$ cat src/rtl/bsg_manycore_remote_req_ctrl_pkg.sv
// Packet-level types shared between the manycore endpoint and its request initiators.
// The packet struct is width-parameterised, so it is provided as a declaration macro.
package bsg_manycore_remote_req_ctrl_pkg;

  localparam int unsigned PacketOpWidth = 2;

  typedef enum logic [PacketOpWidth-1:0] {
    OpLoad  = 2'b00,
    OpStore = 2'b01
  } bsg_manycore_packet_op_e;

  // Type of a packet coming back on the endpoint's returned_* interface.
  typedef enum logic [1:0] {
    RetCredit = 2'b00,
    RetData   = 2'b01
  } bsg_manycore_return_packet_type_e;

endpackage

`define BSG_MANYCORE_PACKET_WIDTH(addr_w, data_w, x_w, y_w) \
  ((addr_w) + 2 + ((data_w) >> 3) + (data_w) + 2 * (x_w) + 2 * (y_w))

`define DECLARE_BSG_MANYCORE_PACKET_S(addr_w, data_w, x_w, y_w) \
  typedef struct packed { \
    logic [(addr_w)-1:0]          addr; \
    bsg_manycore_packet_op_e      op; \
    logic [((data_w) >> 3)-1:0]   op_ex; \
    logic [(data_w)-1:0]          payload; \
    logic [(y_w)-1:0]             src_y_cord; \
    logic [(x_w)-1:0]             src_x_cord; \
    logic [(y_w)-1:0]             y_cord; \
    logic [(x_w)-1:0]             x_cord; \
  } bsg_manycore_packet_s

$ cat src/rtl/bsg_manycore_load_tag_fifo.sv
// Circular FIFO of local load tags, one entry per outstanding remote load.
// A push is accepted while full if an entry is popped in the same cycle.
module bsg_manycore_load_tag_fifo #(
  parameter int unsigned els_p   = 4,
  parameter int unsigned width_p = 5
) (
  input  logic                         clk_i,
  input  logic                         reset_i,
  input  logic                         push_i,
  input  logic [width_p-1:0]           data_i,
  input  logic                         pop_i,
  output logic [width_p-1:0]           data_o,
  output logic                         full_o,
  output logic                         empty_o,
  output logic [$clog2(els_p+1)-1:0]   count_o
);

  localparam int unsigned ptr_width_lp   = (els_p > 1) ? $clog2(els_p) : 1;
  localparam int unsigned count_width_lp = $clog2(els_p + 1);
  localparam logic [ptr_width_lp-1:0]   last_ptr_lp = ptr_width_lp'(els_p - 1);
  localparam logic [count_width_lp-1:0] els_lp      = count_width_lp'(els_p);

  logic [width_p-1:0]        mem_q [els_p];
  logic [ptr_width_lp-1:0]   rd_ptr_q, rd_ptr_d;
  logic [ptr_width_lp-1:0]   wr_ptr_q, wr_ptr_d;
  logic [count_width_lp-1:0] count_q, count_d;
  logic                      push_eff, pop_eff;

  assign empty_o = (count_q == '0);
  assign full_o  = (count_q == els_lp);
  assign count_o = count_q;
  assign data_o  = mem_q[rd_ptr_q];

  assign pop_eff  = pop_i & ~empty_o;
  assign push_eff = push_i & (~full_o | pop_eff);

  always_comb begin
    rd_ptr_d = rd_ptr_q;
    wr_ptr_d = wr_ptr_q;
    count_d  = count_q;
    if (pop_eff) begin
      rd_ptr_d = (rd_ptr_q == last_ptr_lp) ? '0 : rd_ptr_q + 1'b1;
    end
    if (push_eff) begin
      wr_ptr_d = (wr_ptr_q == last_ptr_lp) ? '0 : wr_ptr_q + 1'b1;
    end
    case ({push_eff, pop_eff})
      2'b10:   count_d = count_q + 1'b1;
      2'b01:   count_d = count_q - 1'b1;
      default: count_d = count_q;
    endcase
  end

  always_ff @(posedge clk_i) begin
    if (reset_i) begin
      rd_ptr_q <= '0;
      wr_ptr_q <= '0;
      count_q  <= '0;
    end else begin
      rd_ptr_q <= rd_ptr_d;
      wr_ptr_q <= wr_ptr_d;
      count_q  <= count_d;
    end
  end

  always_ff @(posedge clk_i) begin
    if (push_eff) begin
      mem_q[wr_ptr_q] <= data_i;
    end
  end

endmodule

$ cat src/rtl/bsg_manycore_remote_req_ctrl.sv
// Initiator-side remote load/store controller: formats packets, tracks credits and load tags.
// Define BSG_MANYCORE_REQ_FENCE_EN to add fence_i / fence_busy_o request fencing.
module bsg_manycore_remote_req_ctrl
  import bsg_manycore_remote_req_ctrl_pkg::*;
#(
  parameter int unsigned x_cord_width_p    = 4,
  parameter int unsigned y_cord_width_p    = 4,
  parameter int unsigned data_width_p      = 32,
  parameter int unsigned addr_width_p      = 32,
  parameter int unsigned max_out_credits_p = 16,
  parameter int unsigned load_els_p        = 4,
  parameter int unsigned tag_width_p       = 5
) (
  input  logic                                   clk_i,
  input  logic                                   reset_i,
  input  logic                                   req_v_i,
  output logic                                   req_ready_o,
  input  logic                                   req_we_i,
  input  logic [addr_width_p-1:0]                req_addr_i,
  input  logic [data_width_p-1:0]                req_data_i,
  input  logic [(data_width_p>>3)-1:0]           req_mask_i,
  input  logic [x_cord_width_p-1:0]              req_x_i,
  input  logic [y_cord_width_p-1:0]              req_y_i,
  input  logic [tag_width_p-1:0]                 req_tag_i,
  input  logic [x_cord_width_p-1:0]              my_x_i,
  input  logic [y_cord_width_p-1:0]              my_y_i,
`ifdef BSG_MANYCORE_REQ_FENCE_EN
  input  logic                                   fence_i,
  output logic                                   fence_busy_o,
`endif
  output logic                                   out_v_o,
  output logic [`BSG_MANYCORE_PACKET_WIDTH(addr_width_p, data_width_p, x_cord_width_p,
                                           y_cord_width_p)-1:0] out_packet_o,
  input  logic                                   out_ready_i,
  input  logic                                   returned_credit_v_i,
  input  logic                                   returned_v_i,
  input  logic [data_width_p-1:0]                returned_data_i,
  output logic                                   resp_v_o,
  output logic [data_width_p-1:0]                resp_data_o,
  output logic [tag_width_p-1:0]                 resp_tag_o,
  output logic [$clog2(max_out_credits_p+1)-1:0] out_credits_o,
  output logic [$clog2(load_els_p+1)-1:0]        loads_pending_o
);

  `DECLARE_BSG_MANYCORE_PACKET_S(addr_width_p, data_width_p, x_cord_width_p, y_cord_width_p);

  localparam int unsigned credit_width_lp = $clog2(max_out_credits_p + 1);
  localparam logic [credit_width_lp-1:0] max_credits_lp = credit_width_lp'(max_out_credits_p);

  logic                       slot_v_q, slot_v_d;
  bsg_manycore_packet_s       slot_q, slot_d;
  logic [credit_width_lp-1:0] credits_q, credits_d;
  logic [x_cord_width_p-1:0]  last_x_q, last_x_d;
  logic [y_cord_width_p-1:0]  last_y_q, last_y_d;
  logic                       resp_v_q;
  logic [data_width_p-1:0]    resp_data_q;
  logic [tag_width_p-1:0]     resp_tag_q;

  logic                       fifo_full, fifo_empty, fifo_push, fifo_pop;
  logic [tag_width_p-1:0]     fifo_tag;
  logic                       slot_free, have_credit, same_tile, load_ok, fence_stall, accept;
  bsg_manycore_return_packet_type_e ret_type;

  assign ret_type = returned_v_i ? RetData : RetCredit;
  assign fifo_pop = (ret_type == RetData);

`ifdef BSG_MANYCORE_REQ_FENCE_EN
  assign fence_busy_o = fence_i & ((credits_q != max_credits_lp) | slot_v_q);
  assign fence_stall  = fence_busy_o;
`else
  assign fence_stall  = 1'b0;
`endif

  // Loads to a new tile wait for every older load so responses come back in order.
  assign slot_free   = ~slot_v_q | out_ready_i;
  assign have_credit = (credits_q != '0);
  assign same_tile   = (req_x_i == last_x_q) & (req_y_i == last_y_q);
  assign load_ok     = req_we_i | ((~fifo_full | fifo_pop) & (fifo_empty | same_tile));
  assign req_ready_o = slot_free & have_credit & load_ok & ~fence_stall;
  assign accept      = req_v_i & req_ready_o;
  assign fifo_push   = accept & ~req_we_i;

  always_comb begin
    slot_d   = slot_q;
    slot_v_d = slot_v_q & ~out_ready_i;
    last_x_d = last_x_q;
    last_y_d = last_y_q;
    if (accept) begin
      slot_v_d           = 1'b1;
      slot_d.addr        = req_addr_i;
      slot_d.op          = req_we_i ? OpStore : OpLoad;
      slot_d.op_ex       = req_we_i ? req_mask_i : '0;
      slot_d.payload     = req_data_i;
      slot_d.src_y_cord  = my_y_i;
      slot_d.src_x_cord  = my_x_i;
      slot_d.y_cord      = req_y_i;
      slot_d.x_cord      = req_x_i;
      if (!req_we_i) begin
        last_x_d = req_x_i;
        last_y_d = req_y_i;
      end
    end
  end

  always_comb begin
    credits_d = credits_q;
    case ({accept, returned_credit_v_i})
      2'b10:   credits_d = credits_q - 1'b1;
      2'b01:   if (credits_q != max_credits_lp) credits_d = credits_q + 1'b1;
      default: credits_d = credits_q;
    endcase
  end

  always_ff @(posedge clk_i) begin
    if (reset_i) begin
      slot_v_q    <= 1'b0;
      slot_q      <= '0;
      credits_q   <= max_credits_lp;
      last_x_q    <= '0;
      last_y_q    <= '0;
      resp_v_q    <= 1'b0;
      resp_data_q <= '0;
      resp_tag_q  <= '0;
    end else begin
      slot_v_q  <= slot_v_d;
      slot_q    <= slot_d;
      credits_q <= credits_d;
      last_x_q  <= last_x_d;
      last_y_q  <= last_y_d;
      resp_v_q  <= fifo_pop;
      if (fifo_pop) begin
        resp_data_q <= returned_data_i;
        resp_tag_q  <= fifo_tag;
      end
    end
  end

  bsg_manycore_load_tag_fifo #(
    .els_p   (load_els_p),
    .width_p (tag_width_p)
  ) u_tag_fifo (
    .clk_i   (clk_i),
    .reset_i (reset_i),
    .push_i  (fifo_push),
    .data_i  (req_tag_i),
    .pop_i   (fifo_pop),
    .data_o  (fifo_tag),
    .full_o  (fifo_full),
    .empty_o (fifo_empty),
    .count_o (loads_pending_o)
  );

  assign out_v_o       = slot_v_q;
  assign out_packet_o  = slot_q;
  assign out_credits_o = credits_q;
  assign resp_v_o      = resp_v_q;
  assign resp_data_o   = resp_data_q;
  assign resp_tag_o    = resp_tag_q;

`ifndef SYNTHESIS
  always_ff @(posedge clk_i) begin
    if (!reset_i && returned_v_i && fifo_empty) begin
      $error("returned load data with no load outstanding");
      $finish;
    end
    if (!reset_i && returned_credit_v_i && (credits_q == max_credits_lp)) begin
      $error("credit returned while already holding all credits");
      $finish;
    end
  end
`endif

endmodule

$ cat config.mk
export PLATFORM = sky130hd
export DESIGN_NAME = bsg_manycore_remote_req_ctrl
export DESIGN_NICKNAME = d
export VERILOG_FILES = /design/src/rtl/bsg_manycore_remote_req_ctrl_pkg.sv /design/src/rtl/bsg_manycore_load_tag_fifo.sv /design/src/rtl/bsg_manycore_remote_req_ctrl.sv
export SDC_FILE = /design/constraint.sdc
export NUM_CORES = 1
export LEC_CHECK = 0
export CORE_MARGIN = 2
export CORE_UTILIZATION = 40
export DETAILED_ROUTE_END_ITERATION = 16
export GPL_TIMING_DRIVEN = 0
export HOLD_SLACK_MARGIN = 0.12
export PLACE_DENSITY = 0.72
export SYNTH_ARGS = -nofsm -noshare
export SYNTH_HDL_FRONTEND = slang
export SYNTH_SLANG_ARGS = --single-unit
$ cat constraint.sdc
create_clock -name clk_i -period 4.75 [get_ports clk_i]
set_clock_uncertainty 0.1 [all_clocks]
set_input_delay 0.95 -clock clk_i [delete_from_list [all_inputs] [get_ports clk_i]]
set_output_delay 0.95 -clock clk_i [all_outputs]
set_load 0.01 [all_outputs]
# Word level (Yosys, flattened, before mapping)
# Memories as Yosys holds them, arrays and structs flattened. A register that Yosys moved wholly into a read port is not among the register bits.
# Index checks and enable logic that the tools add are counted.
[totals]
latchBits = 0
memories = 1
out_inout_bits = 134
ff_bits = 140
rom_bits = 0
wordCells = 72
ramBits = 20
input_bits = 128
[classes]
div = 0
add_sub_neg = 6
mul = 0
n_eq_ne = 12
magnitude_cmp = 0
n_mux = 11
shift = 0
reduce_logical = 6
bitwise = 19
[memory_table]
columns = ["name", "depth", "word_bits", "rd", "rd_clocked_by_memory_dff", "wr", "line_no", "rtl"]
rows = [
  ["u_tag_fifo.mem_q", 4, 5, 1, 1, 1, "bsg_manycore_load_tag_fifo.sv:23", "logic [width_p-1:0] mem_q [els_p];"],
]
[ops]
columns = ["operator", "n"]
rows = [
  ["case mux 5 bit (2 select lines)", 1],
  ["bitwise AND 1 bit", 9],
  ["== test 2 bit (second input constant)", 4],
  ["== test 4 bit", 2],
  ["case mux 3 bit (2 select lines)", 1],
  ["adder 5 x 1 -> 5 bit (second input constant)", 1],
  ["two-way mux 1 bit", 5],
  ["two-way mux 5 bit", 1],
  ["inequality test 5 bit (second input constant)", 1],
  ["inverter 1 bit", 5],
  ["OR 1 bit", 5],
  ["nonzero test 5 bit", 1],
  ["subtractor 5 x 1 -> 5 bit (second input constant)", 1],
  ["adder 2 x 1 -> 2 bit (second input constant)", 2],
  ["== test 2 x 1 -> 1 bit (second input constant)", 2],
  ["two-way mux 2 bit", 2],
  ["two-way mux 4 bit", 1],
  ["AND reduction 2 bit", 2],
  ["nonzero test 2 bit", 2],
  ["adder 3 x 1 -> 3 bit (second input constant)", 1],
  ["== test 3 bit (second input constant)", 1],
  ["zero test 3 bit", 1],
  ["subtractor 3 x 1 -> 3 bit (second input constant)", 1],
  ["inequality test 2 bit (second input constant)", 1],
  ["== test 1 bit (second input constant)", 1],
]

# Longest topological paths before layout
[logic_depth]
word_depth = 11
mapped_depth = 16
ltp_nobuf = 13

# Cells and area by module
# From an unflattened synthesis, not the netlist that was laid out.
[unflattened]
cells_unflattened = 679
hier_area_um2 = 6433.7
[modules_own_cells]
columns = ["module", "instances", "seq_area_each_um2", "cells_per_inst", "area_each_um2"]
rows = [
  ["bsg_manycore_remote_req_ctrl", 1, 2742.6, 588, 5102.4],
  ["bsg_manycore_load_tag_fifo", 1, 780.7, 91, 1331.3],
]

# Worst setup path after synthesis
# OpenSTA, ideal clock, no wires.
[synth_path]
path_kind = "input-to-reg"
from = "input req_y_i[0]"
to = "register credits_q[4] (netlist: out_credits_o[4])"
path_slack_ps = 943
required_time_ps = 4530
cell_stages = 16
n_path_buf = 3
t_arrival_ps = 3587
setup_ps = 120
cell_sequence = "xnor2_1 nand4_1 o31a_1 or2_1 buf_4 buf_6 buf_6 nand2_1 inv_1 fa_1 inv_1 a21o_1 a21oi_1 and3_1 mux2_2 a211o_1"
[synth_via]
elab_chain_len = 10
elab_cells_between_ends = 13
cone_classes = "eq/ne (4); mux (1); bitwise (6); reduce/logical (2)"
[synth_rtl]
columns = ["element", "line_no", "rtl"]
rows = [
  ["start: declaration", "bsg_manycore_remote_req_ctrl.sv:23", "input logic [y_cord_width_p-1:0] req_y_i,"],
  ["== test 4 bit (*)", "bsg_manycore_remote_req_ctrl.sv:77", "assign same_tile = (req_x_i == last_x_q) & (req_y_i == last_y_q);"],
  ["bitwise AND 1 bit (*)", "bsg_manycore_remote_req_ctrl.sv:77", ""],
  ["OR 1 bit (*)", "bsg_manycore_remote_req_ctrl.sv:78", "assign load_ok = req_we_i | ((~fifo_full | fifo_pop) & (fifo_empty | same_tile));"],
  ["bitwise AND 1 bit (*)", "bsg_manycore_remote_req_ctrl.sv:78", ""],
  ["OR 1 bit (*)", "bsg_manycore_remote_req_ctrl.sv:78", ""],
  ["bitwise AND 1 bit (*)", "bsg_manycore_remote_req_ctrl.sv:79", "assign req_ready_o = slot_free & have_credit & load_ok & ~fence_stall;"],
  ["bitwise AND 1 bit (*)", "bsg_manycore_remote_req_ctrl.sv:80", "assign accept = req_v_i & req_ready_o;"],
  ["== test 2 x 1 -> 1 bit or == test 2 bit (tied branches)", "bsg_manycore_remote_req_ctrl.sv:107", "case ({accept, returned_credit_v_i})"],
  ["inequality test 2 bit (no line) or nonzero test 2 bit (tied branches)", "-", ""],
  ["AND reduction 2 bit (no line)", "-", ""],
  ["end signal: assignment", "bsg_manycore_remote_req_ctrl.sv:118", "credits_q <= max_credits_lp;"],
  ["end signal: assignment", "bsg_manycore_remote_req_ctrl.sv:127", "credits_q <= credits_d;"],
  ["end: declaration", "bsg_manycore_remote_req_ctrl.sv:52", "logic [credit_width_lp-1:0] credits_q, credits_d;"],
]
# Mark *: on every way between the ends. The rest lies on a longest branch, timed or not.
# A chain may end at the register's enable or synchronous reset.

# Worst setup path after layout
[layout_path]
from = "input req_x_i[0]"
to = "register credits_q[4] (netlist: out_credits_o[4])"
[layout_via]
elab_chain_len = 10
elab_cells_between_ends = 13
cone_classes = "eq/ne (4); mux (1); bitwise (6); reduce/logical (2)"
[layout_rtl]
columns = ["element", "line_no", "rtl"]
rows = [
  ["start: declaration", "bsg_manycore_remote_req_ctrl.sv:22", "input logic [x_cord_width_p-1:0] req_x_i,"],
  ["== test 4 bit (*)", "bsg_manycore_remote_req_ctrl.sv:77", ""],
  ["bitwise AND 1 bit (*)", "bsg_manycore_remote_req_ctrl.sv:77", ""],
  ["OR 1 bit (*)", "bsg_manycore_remote_req_ctrl.sv:78", ""],
  ["bitwise AND 1 bit (*)", "bsg_manycore_remote_req_ctrl.sv:78", ""],
  ["OR 1 bit (*)", "bsg_manycore_remote_req_ctrl.sv:78", ""],
  ["bitwise AND 1 bit (*)", "bsg_manycore_remote_req_ctrl.sv:79", ""],
  ["bitwise AND 1 bit (*)", "bsg_manycore_remote_req_ctrl.sv:80", ""],
  ["== test 2 x 1 -> 1 bit or == test 2 bit (tied branches)", "bsg_manycore_remote_req_ctrl.sv:107", ""],
  ["inequality test 2 bit (no line) or nonzero test 2 bit (tied branches)", "-", ""],
  ["AND reduction 2 bit (no line)", "-", ""],
]
# Marked as above.

==> impl_results.md <==
- R2R Setup Slk: 1.18 ns
- Die width: 129 um
- Worst setup EP type: flop
- Worst hold path type: flop to flop
- Fin Setup TNS: 0 ns
- Yosys warns: 0
- Clock transition at path regs: 0.06 ns
- Num CTS Buffers: 17
- Final setup violating endpoints: 0
- GRT Util Overall: about a fifth
- GRT overflow: 0
- Worst Reg-to-Reg Cells: 13
- Net count, final: 1075
- Crit path to: out_credits_o[4]
- # IOs: about 260
- Num Clock Sinks: approximately 160
- Final wirelength: 16.9 mm
- Distinct cells, synth: 40
- Setup CP Type: input port to flop
- Cell Rows: 45
- P per Cell Area: roughly 470 nW/um^2
- Reg-to-Reg End: out_credits_o[4]
- Lkg Pwr: 0.00368 uW
- Final hold slack: roughly 0.35 ns
- Status: complete, no violations
- Mapped Cells: around 660
- Syn Nets: 797
- Worst r2r src: out_credits_o[0]
- VDD IR max: around 0.30 mV
- DIE AREA: 16500 sq um
- Number of hold buffers added after cts: 0
- Starting Density: 40.9%
- DRT iter0 DRCs: between 200 and 250
- Seq/Total Area, Yosys: 56.1%
- Post-cts resize count: 0
- Worst Max-Slew Pin Slew: roughly 0.73 ns
- Place WS: 0.0724 ns
- Slew Limit Fails: 0
- Routed via count: 5399
- Initial antenna violation count: 0
- Syn Area/Cell: 9.44 sq um
- Antenna fix cells: 0
- RSZ-0062 raised after global routing: no
- DRC Markers: 0
- Post-route ant nets: 0
- Post-synth ARST share: 0%
- Gpl congestion: between 0.7 and 0.8
- Cell area after synthesis: 6210 sq um
- Required time of the critical path: between 4 and 5 ns
- # Post-CTS Setup Buffers: 0
- Longest Clk Path Bufs: 2
- CTS H-tree depth: 4
- Slew headroom: 51.2%
- PnR Total Power: 4510 uW
- Wire per inst: 14.8 um
- CP Max Fanout: 10
- Core area: approximately 15000 sq um
- Synth-to-layout area growth: 54.1%
- Setup crit start: req_x_i[0]
- Vias per cell: ~4.7
- Final period util: between 80% and 90%
- Cell area after layout: 9570 sq um
- Post-layout min period: 4.23 ns
- Post-synth EDFFs: 20
- WP data arrival: 4.43 ns
- Root Buffer: clkbuf_16
- Global-route wire length before repair: 26.5 mm
- CP startpoint kind: input port
- Final Hold Fails: 0
- Vias in the first global route: 5206
- Largest net degree at the start of global routing: 17
- DP Area: 9040 sq um
- Ys flop type: dfxtp_1
- F_max: between 200 and 250 MHz
- DRT Pass-1 Iters: 4
- Max-cap violations: 0
- CTS tree: done
- Flops & latches, synth: 164
- Fraction of layout cells with a size suffix above 1: under 10%
- Post-route setup slack: 0.524 ns
- Fill cells: 1346
- Later-pin clock latency in the skew report: 0.41 ns
- Port buffer count: 259
- DP HPWL: 12.5 mm
- Die Ht: 129 um
==> cells in the mapped netlist, types with 3 or more instances <==
cell type  number  area [sq um]
buf_6           4          45.0
mux4_2          5           113
nor3_1          4          20.0
mux2i_1        48           480
nand3_1         4          20.0
xnor2_1         9          78.8
buf_1           4          15.0
a21oi_1        92           460
nand2_1       168           631
inv_1          13          48.8
ha_1            9           113
edfxtp_1       20           601
nand2b_1        4          25.0
nor2_1         61           229
o32ai_1         3          26.3
clkbuf_1       19          71.3
buf_2          13          65.1
dfxtp_1       144          2880
xor2_1          4          35.0
buf_4           3          22.5
and2_1          4          25.0
==> cells in the final DEF (no fill, tap or decap), types with 5 or more instances in the layout <==
cell type / n
nor2_1: 61
buf_2: 13
clkdlybuf4s50_1: 259
clkbuf_1: 20
ha_1: 9
clkinvlp_4: 5
inv_1: 13
xnor2_1: 9
a21oi_1: 92
dfxtp_1: 144
mux2i_1: 48
clkbuf_16: 17
nand2_1: 168
mux4_2: 5
edfxtp_1: 20
==> report_power, final <==
part,switching (uW),total [uW],internal (uW)
Clock,575,1250,672
Combinational,752,1520,769
Sequential,127,1750,1620
==> worst min path at each step <==
stage	from	endpoint	slack [ns]	depth (start not counted)
3_3_place_gp	out_packet_o[49]	out_packet_o[49]	0.34	2
5_1_grt	out_packet_o[48]	out_packet_o[48]	0.36	2
3_5_place_dp	out_packet_o[48]	out_packet_o[48]	0.34	2
2_1_floorplan	out_packet_o[48]	out_packet_o[48]	0.38	2
6_report	out_packet_o[63]	out_packet_o[63]	0.35	2
4_1_cts	out_packet_o[48]	out_packet_o[48]	0.35	2
==> metal layers <==
| metal | wire length [um] | global-route usage, % | share of wire [%] |
|---|---|---|---|
| met5 | 0 | 0 | 0 |
| met4 | 325 | 7.10 | 1.9 |
| met2 | 8090 | 34.9 | 48 |
| met3 | 1200 | 6.24 | 7.1 |
| met1 | 7250 | 24.7 | 43 |
==> flip-flops by register name, summed over array words and instances (netlist names) <==
signal / count
last_x_q: 4
last_y_q: 4
out_credits_o: 5
out_packet_o: 85
out_v_o: 1
resp_data_o: 32
resp_tag_o: 5
resp_v_o: 1
u_tag_fifo.count_o: 3
u_tag_fifo.mem_q: 20
u_tag_fifo.rd_ptr_q: 2
u_tag_fifo.wr_ptr_q: 2
==> metrics by stage <==
stage          util [%]  instances
2_1_floorplan         -        658
3_3_place_gp       59.5       1105
3_5_place_dp       59.5       1105
4_1_cts            63.0       1137
5_1_grt            63.0       1137
6_report           63.0       1137
==> worst max-delay path: stages <==
cell and delay (ns):
clkdlybuf4s50_1 0.54, xnor2_1 0.14, nand4_1 0.14, o31a_1 0.37, or2_1 0.23, buf_4 0.17
buf_6 0.15, buf_6 0.14, nand2_1 0.14, inv_1 0.07, fa_1 0.40, inv_1 0.07
a21o_1 0.10, a21oi_1 0.11, and3_1 0.20, mux2_2 0.25, a211o_1 0.26
==> area by class of cell <==
type	count	area, sq um	area share [%]
flip-flops and latches	164	3480	36.4
repair buffers	259	2590	27.1
multi-input cells	438	2460	25.7
clock buffers	18	429	4.48
well taps	188	235	2.46
plain buffers	43	219	2.29
clock inverters	14	104	1.08
inverters	13	48.8	0.510
==> logic make-up (layout without fill, tap and decap cells) <==
group                    Yosys count  after routing  synth area share, %
AO/OA/AOI/OAI                    105            105                 9.12
XOR/XNOR                          13             13                 1.83
adder cells (fa/ha/maj)           11             11                 2.46
buffers and inverters             56            347                 4.31
flip-flops                       164            164                 56.1
multiplexers                      55             55                 9.91
other                              1              1               0.0604
AND/OR/NAND/NOR                  253            253                 16.2
Power figures use the tool's default switching activity.
